`config.mk`:
```
export PLATFORM = sky130hd
export DESIGN_NAME = skid_slice
export DESIGN_NICKNAME = d
export VERILOG_FILES = /design/src/rtl/hdc_pipe_pkg.sv /design/src/rtl/skid_slice.sv
export SDC_FILE = /design/constraint.sdc
export NUM_CORES = 1
export LEC_CHECK = 0
export CAP_MARGIN = 20
export CORE_MARGIN = 2
export CORE_UTILIZATION = 35
export CTS_CLUSTER_DIAMETER = 150
export CTS_CLUSTER_SIZE = 16
export DETAILED_ROUTE_END_ITERATION = 10
export SYNTH_ARGS = -nofsm -noshare
export SYNTH_HDL_FRONTEND = slang
export SYNTH_SLANG_ARGS = --single-unit
export TNS_END_PERCENT = 1
```
`constraint.sdc`:
```
create_clock -name clk -period 1.3 [get_ports clk]
set_input_delay 0.26 -clock clk [delete_from_list [all_inputs] [get_ports clk]]
set_output_delay 0.26 -clock clk [all_outputs]
set_load 0.02 [all_outputs]
```
`src/rtl/hdc_pipe_pkg.sv`:
```
// rtl/hdc_pipe_pkg.sv - shared types and constants for the hypervector pipeline slices
package hdc_pipe_pkg;

    // Number of beats a skid slice can hold (main + skid register).
    localparam int SLICE_DEPTH = 2;

    // Occupancy is wide enough to count 0..SLICE_DEPTH.
    typedef logic [$clog2(SLICE_DEPTH + 1)-1:0] occ_t;

    // State value equals the number of beats held, so occupancy is a plain cast.
    typedef enum logic [1:0] {
        EMPTY = 2'd0,
        BUSY  = 2'd1,
        FULL  = 2'd2
    } slice_state_t;

    function automatic occ_t to_occ(input slice_state_t s);
        return occ_t'(s);
    endfunction

endpackage

```
`src/rtl/skid_slice.sv`:
```
// rtl/skid_slice.sv - registered valid/ready elastic slice with main+skid buffer, flush and occupancy
module skid_slice
    import hdc_pipe_pkg::*;
#(
    parameter int DW = 32
) (
    input  logic          clk,
    input  logic          rst_n,
    input  logic          flush,
    input  logic          s_valid,
    output logic          s_ready,
    input  logic [DW-1:0] s_data,
    output logic          m_valid,
    input  logic          m_ready,
    output logic [DW-1:0] m_data,
    output logic [1:0]    occ
);

    slice_state_t  state;
    slice_state_t  state_nxt;
    logic [DW-1:0] main_q;
    logic [DW-1:0] skid_q;
    logic          s_fire;
    logic          m_fire;
    logic          load_main;
    logic          load_skid;
    logic          main_from_skid;

    // Handshake flags and outputs are pure decodes of the state register, so
    // s_ready never depends combinationally on m_ready.
    assign s_ready = (state != FULL);
    assign m_valid = (state != EMPTY);
    assign m_data  = main_q;
    assign occ     = to_occ(state);
    assign s_fire  = s_valid & s_ready;
    assign m_fire  = m_valid & m_ready;

    // State register.
    always_ff @(posedge clk or negedge rst_n) begin
        if (!rst_n) begin
            state <= EMPTY;
        end else begin
            state <= state_nxt;
        end
    end

    // Next-state and data-register load selection; flush overrides every handshake.
    always_comb begin
        state_nxt      = state;
        load_main      = 1'b0;
        load_skid      = 1'b0;
        main_from_skid = 1'b0;
        case (state)
            EMPTY: begin
                if (s_fire) begin
                    load_main = 1'b1;
                    state_nxt = BUSY;
                end
            end
            BUSY: begin
                if (s_fire && m_fire) begin
                    load_main = 1'b1;
                end else if (s_fire) begin
                    load_skid = 1'b1;
                    state_nxt = FULL;
                end else if (m_fire) begin
                    state_nxt = EMPTY;
                end
            end
            FULL: begin
                if (m_fire) begin
                    main_from_skid = 1'b1;
                    state_nxt      = BUSY;
                end
            end
            default: begin
                state_nxt = EMPTY;
            end
        endcase
        if (flush) begin
            state_nxt      = EMPTY;
            load_main      = 1'b0;
            load_skid      = 1'b0;
            main_from_skid = 1'b0;
        end
    end

    // Main and skid payload registers; they change only on an accepted beat
    // or when the skid beat advances into main.
    always_ff @(posedge clk or negedge rst_n) begin
        if (!rst_n) begin
            main_q <= '0;
            skid_q <= '0;
        end else begin
            if (load_main) begin
                main_q <= s_data;
            end else if (main_from_skid) begin
                main_q <= skid_q;
            end
            if (load_skid) begin
                skid_q <= s_data;
            end
        end
    end

endmodule

```
==> summary.txt, run 1 <==
Outcome
  • Outcome: finished, violations left
  • Violated checks: setup timing

Routing
  • Vias: 1,856
  • Initial DRC count: approximately 80
  • Number of remaining DRC errors: 0
  • Remaining antenna violation count after routing: 0
  • Drt via density: between 4 and 5
  • Routed wire per std cell: 16.5 um
  • Final wirelength: approximately 6.3 mm
  • First-pass iteration count of the detailed router: 4

STA
  • Worst setup margin: -179 ps
  • Max-slew headroom: 0.737
  • Final setup vio count: 67
  • Crit path time final: 1480 ps
  • Hold slack: roughly 440 ps
  • RSZ-0062 raised after global routing: true
  • Slew @ Worst Pin: slightly below 400 ps
  • Fin. Hold Viols: 0
  • Pins Over Slew Limit: 0
  • Final Skew: ~8.7 ps
  • Fmax: about 680 MHz
  • Final period util: 1.14

Final layout
  • Area Growth Syn to Fin: 34.6%
  • Final instance area: a little under 4000 um2
  • Non-Filler Instances: roughly 380
  • Share of cells above drive strength 1: 0.480
  • Fillcell total: 731
  • Ant diodes: 0
  • Nets@finish: between 300 and 400

Pwr
  • Psw: 1.62 mW
  • Pleak: between 1.5 and 2 nW
  • Maximum VDD drop: between 0.6 and 0.7 mV
  • Logic pwr share: 0.248
  • Int Power: roughly 4.4 mW
  • Clock Power Share: 0.281
  • Switching share of power: 0.272
  • Power per standard cell area: 1510 nW/um2
  • Post-layout total power: between 5 and 6 mW
  • Sequential Power Share: 0.471

Worst setup path
  • Nature of the critical path endpoint: flip-flop
  • Crit Path Max Fanout: 18
  • Kind of critical path: flip-flop to flip-flop
  • Req. time, crit path: between 1500 and 2000 ps
  • Critical path startpoint category: flip-flop
  • CP Data Arrival Time: around 1700 ps

Floorplan
  • Ports: 73
  • DIE HEIGHT: between 90 and 100 um
  • Rows: 33
  • Die area: between 9000 and 10,000 um2
  • Core Area: approximately 8200 um2
  • Die Width: 95.6 um
  • Initial core utilization: 0.359

Synth
  • Syn Nets: ~230
  • Cells after Synth: 189
  • Seq/Total Area, Yosys: 0.563
  • Yosys warns: 0
  • Post-Syn Area: a little under 3000 um2
  • Avg Cell Area, Syn: about 16 um2
  • Count of cell types in the netlist: 18
  • Synth Register Bits: 66

Global route
  • Pin count of the biggest net entering global routing: 67
  • Initial antenna violation count: 0
  • First-pass GRT wire length: around 10 mm
  • Number of global-route vias before repair: around 2,000
  • Overflow after GRT: 0
  • Total GRT Usage: 0.152

Place
  • Placed cell area: between 3000 and 4000 um2
  • Routability cong.: 0.710
  • Cells after DPL: 366
  • DP HPWL: about 3.9 mm
  • Port bufs: between 70 and 80

CTS
  • Clock Tree Buf Depth: 2
  • Clk slew on worst S/H paths: about 70 ps
  • Clock Latency Late Sink: ~340 ps
  • CTS root buf: clkbuf_8
  • TritonCTS buffer count: 9
  • H-Tree Depth: 3
  • CTS sink count: 66
  • CTS tree: yes

Min path
  • Worst min-delay path category: primary input to async pin

Flow run
  • Max-capacitance violation count: 0
==> sequential cells by signal, indices dropped and copies added, names as in the netlist <==
signal	count
occ	2
skid_q	32
m_data	32
==> placed cells by master, fill, tap and decap left out, drive strengths merged, types with 2 or more instances in the layout <==
master | synthesis | final
a221o | 32 | 32
and2 | 33 | 33
buf | 13 | 21
clkbuf | 0 | 28
clkdlybuf4s15 | 0 | 12
clkdlybuf4s50 | 0 | 35
clkinv | 0 | 2
dfrtp | 66 | 66
mux2 | 32 | 32
mux2i | 2 | 2
nand2b | 2 | 2
o31ai | 2 | 2
==> worst paths after layout <==
check | startpoint | endpoint | slack [ps] | cells after the start
worst max-delay path | occ[0] | skid_q[8] | -180 | 5
worst min-delay path | rst_n | m_data[5] | 440 | 3
worst max register to register | occ[0] | skid_q[8] | -180 | 5
worst min register to register | skid_q[1] | skid_q[1] | 490 | 1
max in group asynchronous | rst_n | m_data[29] | 540 | 3
min in group clk | skid_q[1] | skid_q[1] | 490 | 1
==> per-layer routing <==
| layer | wire length (um) | global-route usage | part of all wire |
|---|---|---|---|
| met1 | 2930 | 0.217 | 0.46 |
| met2 | 2900 | 0.213 | 0.46 |
| met4 | 60 | 0.0500 | 0.0095 |
| met5 | 0 | 0 | 0 |
| met3 | 428 | 0.0545 | 0.068 |
==> power by group through the flow <==
stage | sequential [mW] | clock (mW) | combinational (mW)
2_1_floorplan | 3.02 | 0 | 0.718
3_3_place_gp | 2.84 | 0 | 1.60
3_5_place_dp | 2.84 | 0 | 1.62
4_1_cts | 2.82 | 1.73 | 1.55
5_1_grt | 2.89 | 1.82 | 1.60
6_report | 2.82 | 1.68 | 1.48
==> critical path, stage by stage, from the launching register on <==
cell and delay, ps:
dfrtp_2 410, buf_4 150, nor2b_1 140, nand2_2 130, buf_12 210, mux2_4 320
==> cells in the mapped netlist <==
cell	number	area share
nor3b_4	1	0.0064
or2_2	1	0.0021
or3_2	1	0.0026
and2_4	1	0.0030
a221o_1	32	0.11
and4bb_4	1	0.0055
mux2_4	29	0.15
nand2b_1	2	0.0043
a21oi_2	1	0.0030
buf_2	3	0.0051
mux2i_1	2	0.0068
mux2_1	3	0.012
nand2_2	1	0.0021
dfrtp_1	66	0.56
and2_2	32	0.082
o31ai_1	2	0.0051
nor2b_1	1	0.0021
buf_6	10	0.038
==> logic make-up (layout without fill, tap and decap cells) <==
family                 Yosys count  in the layout  share of synthesized area
flip-flops                      66             66                      0.563
multiplexers                    34             34                      0.167
AO/OA/AOI/OAI                   35             35                      0.117
buffers and inverters           13            101                     0.0435
AND/OR/NAND/NOR                 41             41                      0.110
==> cell type report <==
type	instances	area, um2	share of cell area
timing repair buffer	86	816	0.207
tap	105	131	0.0333
multi-input combinational	110	1160	0.295
clock inverter	3	40.0	0.0101
clock buffer	12	145	0.0367
sequential	66	1650	0.419
==> repair_timing <==
item / in CTS / in global routing
buffers inserted: 0 / 0
endpoints found under the hold margin: 66 / 0
pin swaps: 1 / 7
setup endpoints to repair: 99 / 90
gates resized for setup: 98 / 22
hold buffers: 1 / 0
==> through the flow <==
stage	worst slack (ps)	util	setup TNS, ps
2_1_floorplan	-144	-	-7500
3_3_place_gp	-547	0.468	-33110
3_5_place_dp	-567	0.468	-33680
4_1_cts	-199	0.495	-11180
5_1_grt	-247	0.483	-14790
6_report	-179	0.483	-10730
No activity file was read; power rests on OpenSTA's default activity.
==> inputs of run 2 (changes only) <==
==> constraint.sdc (replaced) <==
create_clock -name clk -period 1.2 [get_ports clk]
set_input_delay 0.24 -clock clk [delete_from_list [all_inputs] [get_ports clk]]
set_output_delay 0.24 -clock clk [all_outputs]
set_load 0.02 [all_outputs]
==> summary.txt, run 2 (synthesis gave the netlist of run 1 again) <==
STA
  • Max-slew headroom: 0.753
  • Final Skew: ~11 ps
  • Final setup vio count: 70
  • Fin. Hold Viols: 0
  • Slew @ Worst Pin: 371 ps
  • Hold slack: 443 ps
  • Fmax: 673 MHz
  • Final period util: 1.24
  • Crit path time final: between 1000 and 1500 ps
  • RSZ-0062 raised after global routing: true
  • Pins Over Slew Limit: 0
  • Worst setup margin: -285 ps

Final layout
  • Commonest non-fill, non-tap cell in the layout: dfrtp_1
  • Share of cells above drive strength 1: 0.486
  • Area Growth Syn to Fin: 32.4%
  • Ant diodes: 0
  • Most frequent cells in the layout: dfrtp_1, clkdlybuf4s50_1, buf_2, and2_2, a221o_1
  • Fillcell total: 755
  • Nets@finish: between 300 and 400

Flow run
  • Max-capacitance violation count: 0

Place
  • Port bufs: 72
  • Routability cong.: ~0.7
  • DP HPWL: 4.01 mm
  • Pre-CTS setup slack: -665 ps

Worst setup path
  • Nature of the critical path endpoint: flip-flop
  • Req. time, crit path: around 1400 ps
  • R2r startpoint: occ[0]
  • Worst Setup SP: occ[0]
  • CP Data Arrival Time: about 1700 ps
  • Crit Path Max Fanout: 18
  • Worst path slowest cell: dfrtp_2
  • Crit-path cells: buf_4 > nor2b_1 > nand2_2 > buf_12 > mux2_4
  • Critical path buffer and inverter count: 2
  • Critical path startpoint category: flip-flop
  • Reg2Reg Setup Slack: -280 ps
  • Reg2reg end: skid_q[25]
  • Kind of critical path: flip-flop to flip-flop
  • Worst reg2reg path depth: 5
  • Critical path depth: 5
  • Crit path max-delay family: flip-flops
  • CP Capture Point: skid_q[25]
  • Critical Path Max Stage Delay: between 400 and 500 ps

CTS
  • CTS root buf: clkbuf_8
  • H-Tree Depth: 3
  • CTS tree: yes
  • Clock Latency Late Sink: 330 ps
  • Clock Tree Buf Depth: 2
  • Clk slew on worst S/H paths: ~70 ps
  • CTS sink count: 66
  • TritonCTS buffer count: 9

Global route
  • First-pass GRT wire length: 10.3 mm
  • Pin count of the biggest net entering global routing: 67
  • Overflow after GRT: 0
  • Initial antenna violation count: 0
  • Number of global-route vias before repair: 1,993
  • Total GRT Usage: 0.151

Routing
  • Remaining antenna violation count after routing: 0
  • Vias: ~1,900
  • First-pass iteration count of the detailed router: 4
  • Final wirelength: around 6.3 mm
  • Number of remaining DRC errors: 0
  • Drt via density: slightly below 5
  • Routed wire per std cell: 16.5 um
  • Initial DRC count: 115

Floorplan
  • Ports: 73
  • DIE HEIGHT: about 96 um
  • Die area: between 9000 and 10,000 um2
  • Core Area: slightly above 8000 um2
  • Rows: 33
  • Initial core utilization: 0.359
  • Die Width: 95.6 um

Outcome
  • Outcome: finished, violations left
  • Violated checks: setup timing

Min path
  • Worst min-delay path category: primary input to async pin

Pwr
  • Pleak: about 1.9 nW
  • Power per standard cell area: 1650 nW/um2
  • Maximum VDD drop: about 0.56 mV
==> run 2: what timing repair did <==
item	4_1_cts	5_1_grt
endpoints found under the hold margin	66	0
endpoints found under the setup margin	102	70
resized for setup	146	3
pin swaps	1	0
hold buffers	1	0
setup buffers	0	0
==> run 2: how the worst min path moves through the flow <==
stage | to | slack, ps | depth (start not counted)
after floorplan | m_data[0] | -60 | 0
after global placement | skid_q[5] | 290 | 2
after detailed placement | m_data[5] | 290 | 2
after CTS | skid_q[28] | 460 | 3
after global routing | m_data[4] | 500 | 3
final | m_data[28] | 440 | 3
==> run 2: tightest hold or removal path, stage by stage <==
cell and delay, ps:
dlygate4sd3_1 520, buf_2 120, buf_12 300
==> run 2: final cells by class <==
cell class,count,area [um2],area share
Timing Repair Buffer,87,749,0.193
Clock inverter,3,40.0,0.0103
Clock buffer,12,145,0.0374
Tap cell,105,131,0.0338
Sequential cell,66,1650,0.426
Multi-Input combinational cell,110,1160,0.300
==> run 2: where the power goes <==
group / leakage [nW] / internal, mW / switching (mW)
Combinational: 0.973 / 0.908 / 0.661
Sequential: 0.811 / 2.76 / 0.284
Clock: 0.0962 / 1.00 / 0.804
Total: 1.88 / 4.67 / 1.75
==> run 2: metal layers <==
layer,wire [um],vias to the layer above,global-route usage
met5,0,-,0
met2,2880,47,0.217
met3,375,9,0.0387
met1,2940,957,0.215
met4,121,0,0.0679
li1,-,872,-
==> run 2: through the flow <==
stage	power, mW	cells	area (um2)	util	TNS (ps)
floorplan	4.05	189	2940	-	-13850
global placement	4.81	367	3840	0.469	-38770
detailed placement	4.84	367	3840	0.469	-39970
CTS	6.51	383	3870	0.474	-17530
global route	6.77	383	3880	0.475	-20900
finish	6.42	383	3880	0.475	-17140
==> inputs of run 3 (changes only) <==
==> constraint.sdc (replaced) <==
create_clock -name clk -period 1.85 [get_ports clk]
set_input_delay 0.37 -clock clk [delete_from_list [all_inputs] [get_ports clk]]
set_output_delay 0.37 -clock clk [all_outputs]
set_load 0.02 [all_outputs]
==> summary.txt, run 3 (synthesis gave the netlist of run 1 again) <==
Global route
  • Number of global-route vias before repair: 2,006
  • Total GRT Usage: 0.151
  • Overflow after GRT: 0
  • Pin count of the biggest net entering global routing: 67
  • Initial antenna violation count: 0
  • First-pass GRT wire length: between 10 and 15 mm

Final layout
  • Area Growth Syn to Fin: 37.0%
  • Share of cells above drive strength 1: 0.351
  • Commonest non-fill, non-tap cell in the layout: clkdlybuf4s50_1
  • Non-Filler Instances: ~380
  • Nets@finish: between 300 and 400
  • Final instance area: slightly above 4000 um2
  • Ant diodes: 0
  • Most frequent cells in the layout: clkdlybuf4s50_1, dfrtp_1, and2_2, a221o_1, mux2_4

Floorplan
  • Die Width: ~96 um
  • Core Area: 8180 um2
  • DIE HEIGHT: approximately 96 um
  • Rows: 33
  • Initial core utilization: 0.359
  • Die area: around 9000 um2
  • Ports: 73

Worst setup path
  • Crit-path cells: clkdlybuf4s50_1 > buf_4 > nor3b_4 > nand2_2 > buf_12 > mux2_1
  • Kind of critical path: primary input to flip-flop
  • Worst path slowest cell: clkdlybuf4s50_1
  • Req. time, crit path: 2060 ps
  • Crit Path Max Fanout: 15
  • Critical path startpoint category: primary input
  • CP Data Arrival Time: between 2000 and 2500 ps
  • Critical Path Max Stage Delay: 410 ps
  • Nature of the critical path endpoint: flip-flop

Place
  • Port bufs: 72
  • Routability cong.: 0.731
  • Cells after DPL: ~360
  • Placed cell area: between 3000 and 4000 um2
  • DP HPWL: ~3.9 mm

Pwr
  • Int Power: 3.28 mW
  • Maximum VDD drop: around 0.5 mV
  • Clock Power Share: 0.298
  • Pleak: 1.86 nW
  • Power per standard cell area: between 1000 and 1500 nW/um2
  • Psw: 1.15 mW
  • Sequential Power Share: 0.447
  • Logic pwr share: 0.255
  • Switching share of power: 0.260

Routing
  • Top sig layer: met4
  • Routed wire per std cell: between 15 and 20 um
  • Metal2 WL: a little over 3 mm
  • Final wirelength: about 6.7 mm
  • Metal3 WL: approximately 380 um
  • Vias: 1,878
  • Drt via density: 4.93
  • Initial DRC count: 83
  • M1 WL: roughly 3.2 mm
  • Remaining antenna violation count after routing: 0
  • Number of remaining DRC errors: 0
  • First-pass iteration count of the detailed router: 4

CTS
  • CTS Hold Buffers Added: 0
  • Clk slew on worst S/H paths: approximately 70 ps
  • H-Tree Depth: 3
  • CTS root buf: clkbuf_8
  • TritonCTS buffer count: 9
  • CTS sink count: between 60 and 70
  • Setup bufs post-CTS: 0
  • Clock Tree Buf Depth: 2
  • Clock Latency Late Sink: approximately 330 ps
  • CTS tree: yes

Flow run
  • Max-capacitance violation count: 0

STA
  • Pins Over Slew Limit: 0
  • Slew @ Worst Pin: between 600 and 700 ps
  • Final Skew: 7.76 ps
  • RSZ-0062 raised after global routing: false
  • Max-slew headroom: 0.580
  • Final setup vio count: 0
  • Final period util: 0.982
  • Crit path time final: 1820 ps
  • Fin. Hold Viols: 0
  • Fmax: 550 MHz

Outcome
  • Outcome: finished, final reports clean

Min path
  • Worst min-delay path category: primary input to async pin
-- run 3: worst paths after layout --
check                           from         end  slack, ps  cells past startpoint
max                            flush   skid_q[1]         30                      6
min                            rst_n  skid_q[20]         40                      2
max reg2reg                   occ[1]   skid_q[1]        120                      4
min reg2reg                skid_q[0]   skid_q[0]        490                      1
max in group asynchronous      rst_n      occ[1]       1510                      2
min in group clk           skid_q[0]   skid_q[0]        490                      1
-- run 3: final cells by class --
type / count / area, um2
Clock buffer: 11 / 141
Timing Repair Buffer: 82 / 831
Tap cell: 105 / 131
Multi-Input combinational cell: 112 / 1190
Sequential cell: 66 / 1650
Fill cell: 730 / 4150
Clock inverter: 5 / 77.6
-- run 3: critical path, delay by kind of cell --
kind	cells	cell delay, ps
simple gates	2	580
mux	1	310
buf+inv	3	770
-- run 3: layer usage --
metal / GRT usage / vias to the layer above
met3: 0.0648 / 5
met1: 0.204 / 948
met4: 0.0393 / 0
met5: 0 / -
li1: - / 872
met2: 0.221 / 53
-- run 3: metrics by stage --
stage	total power, mW	utilization	TNS, ps	setup slack, ps	hold WS (ps)
6_report	4.43	0.492	0	33.4	40.5
3_3_place_gp	3.10	0.462	-13420	-324	416
3_5_place_dp	3.12	0.462	-14500	-343	414
2_1_floorplan	2.62	-	0	335	74.4
5_1_grt	4.67	0.492	0	7.28	40.5
4_1_cts	4.48	0.488	0	12.5	37.9
-- run 3: power groups by stage --
| stage | sequential [mW] | clock, mW | combinational [mW] |
|---|---|---|---|
| 5_1_grt | 2.03 | 1.44 | 1.21 |
| 6_report | 1.98 | 1.32 | 1.13 |
| 3_5_place_dp | 2.00 | 0 | 1.12 |
| 2_1_floorplan | 2.12 | 0 | 0.505 |
| 4_1_cts | 1.98 | 1.37 | 1.13 |
| 3_3_place_gp | 2.00 | 0 | 1.11 |
-- run 3: what timing repair did --
| action | in CTS | in global routing |
|---|---|---|
| gates cloned | 0 | 2 |
| endpoints found under the setup margin | 5 | 34 |
| pin swaps | 0 | 1 |
| resized for setup | 3 | 4 |
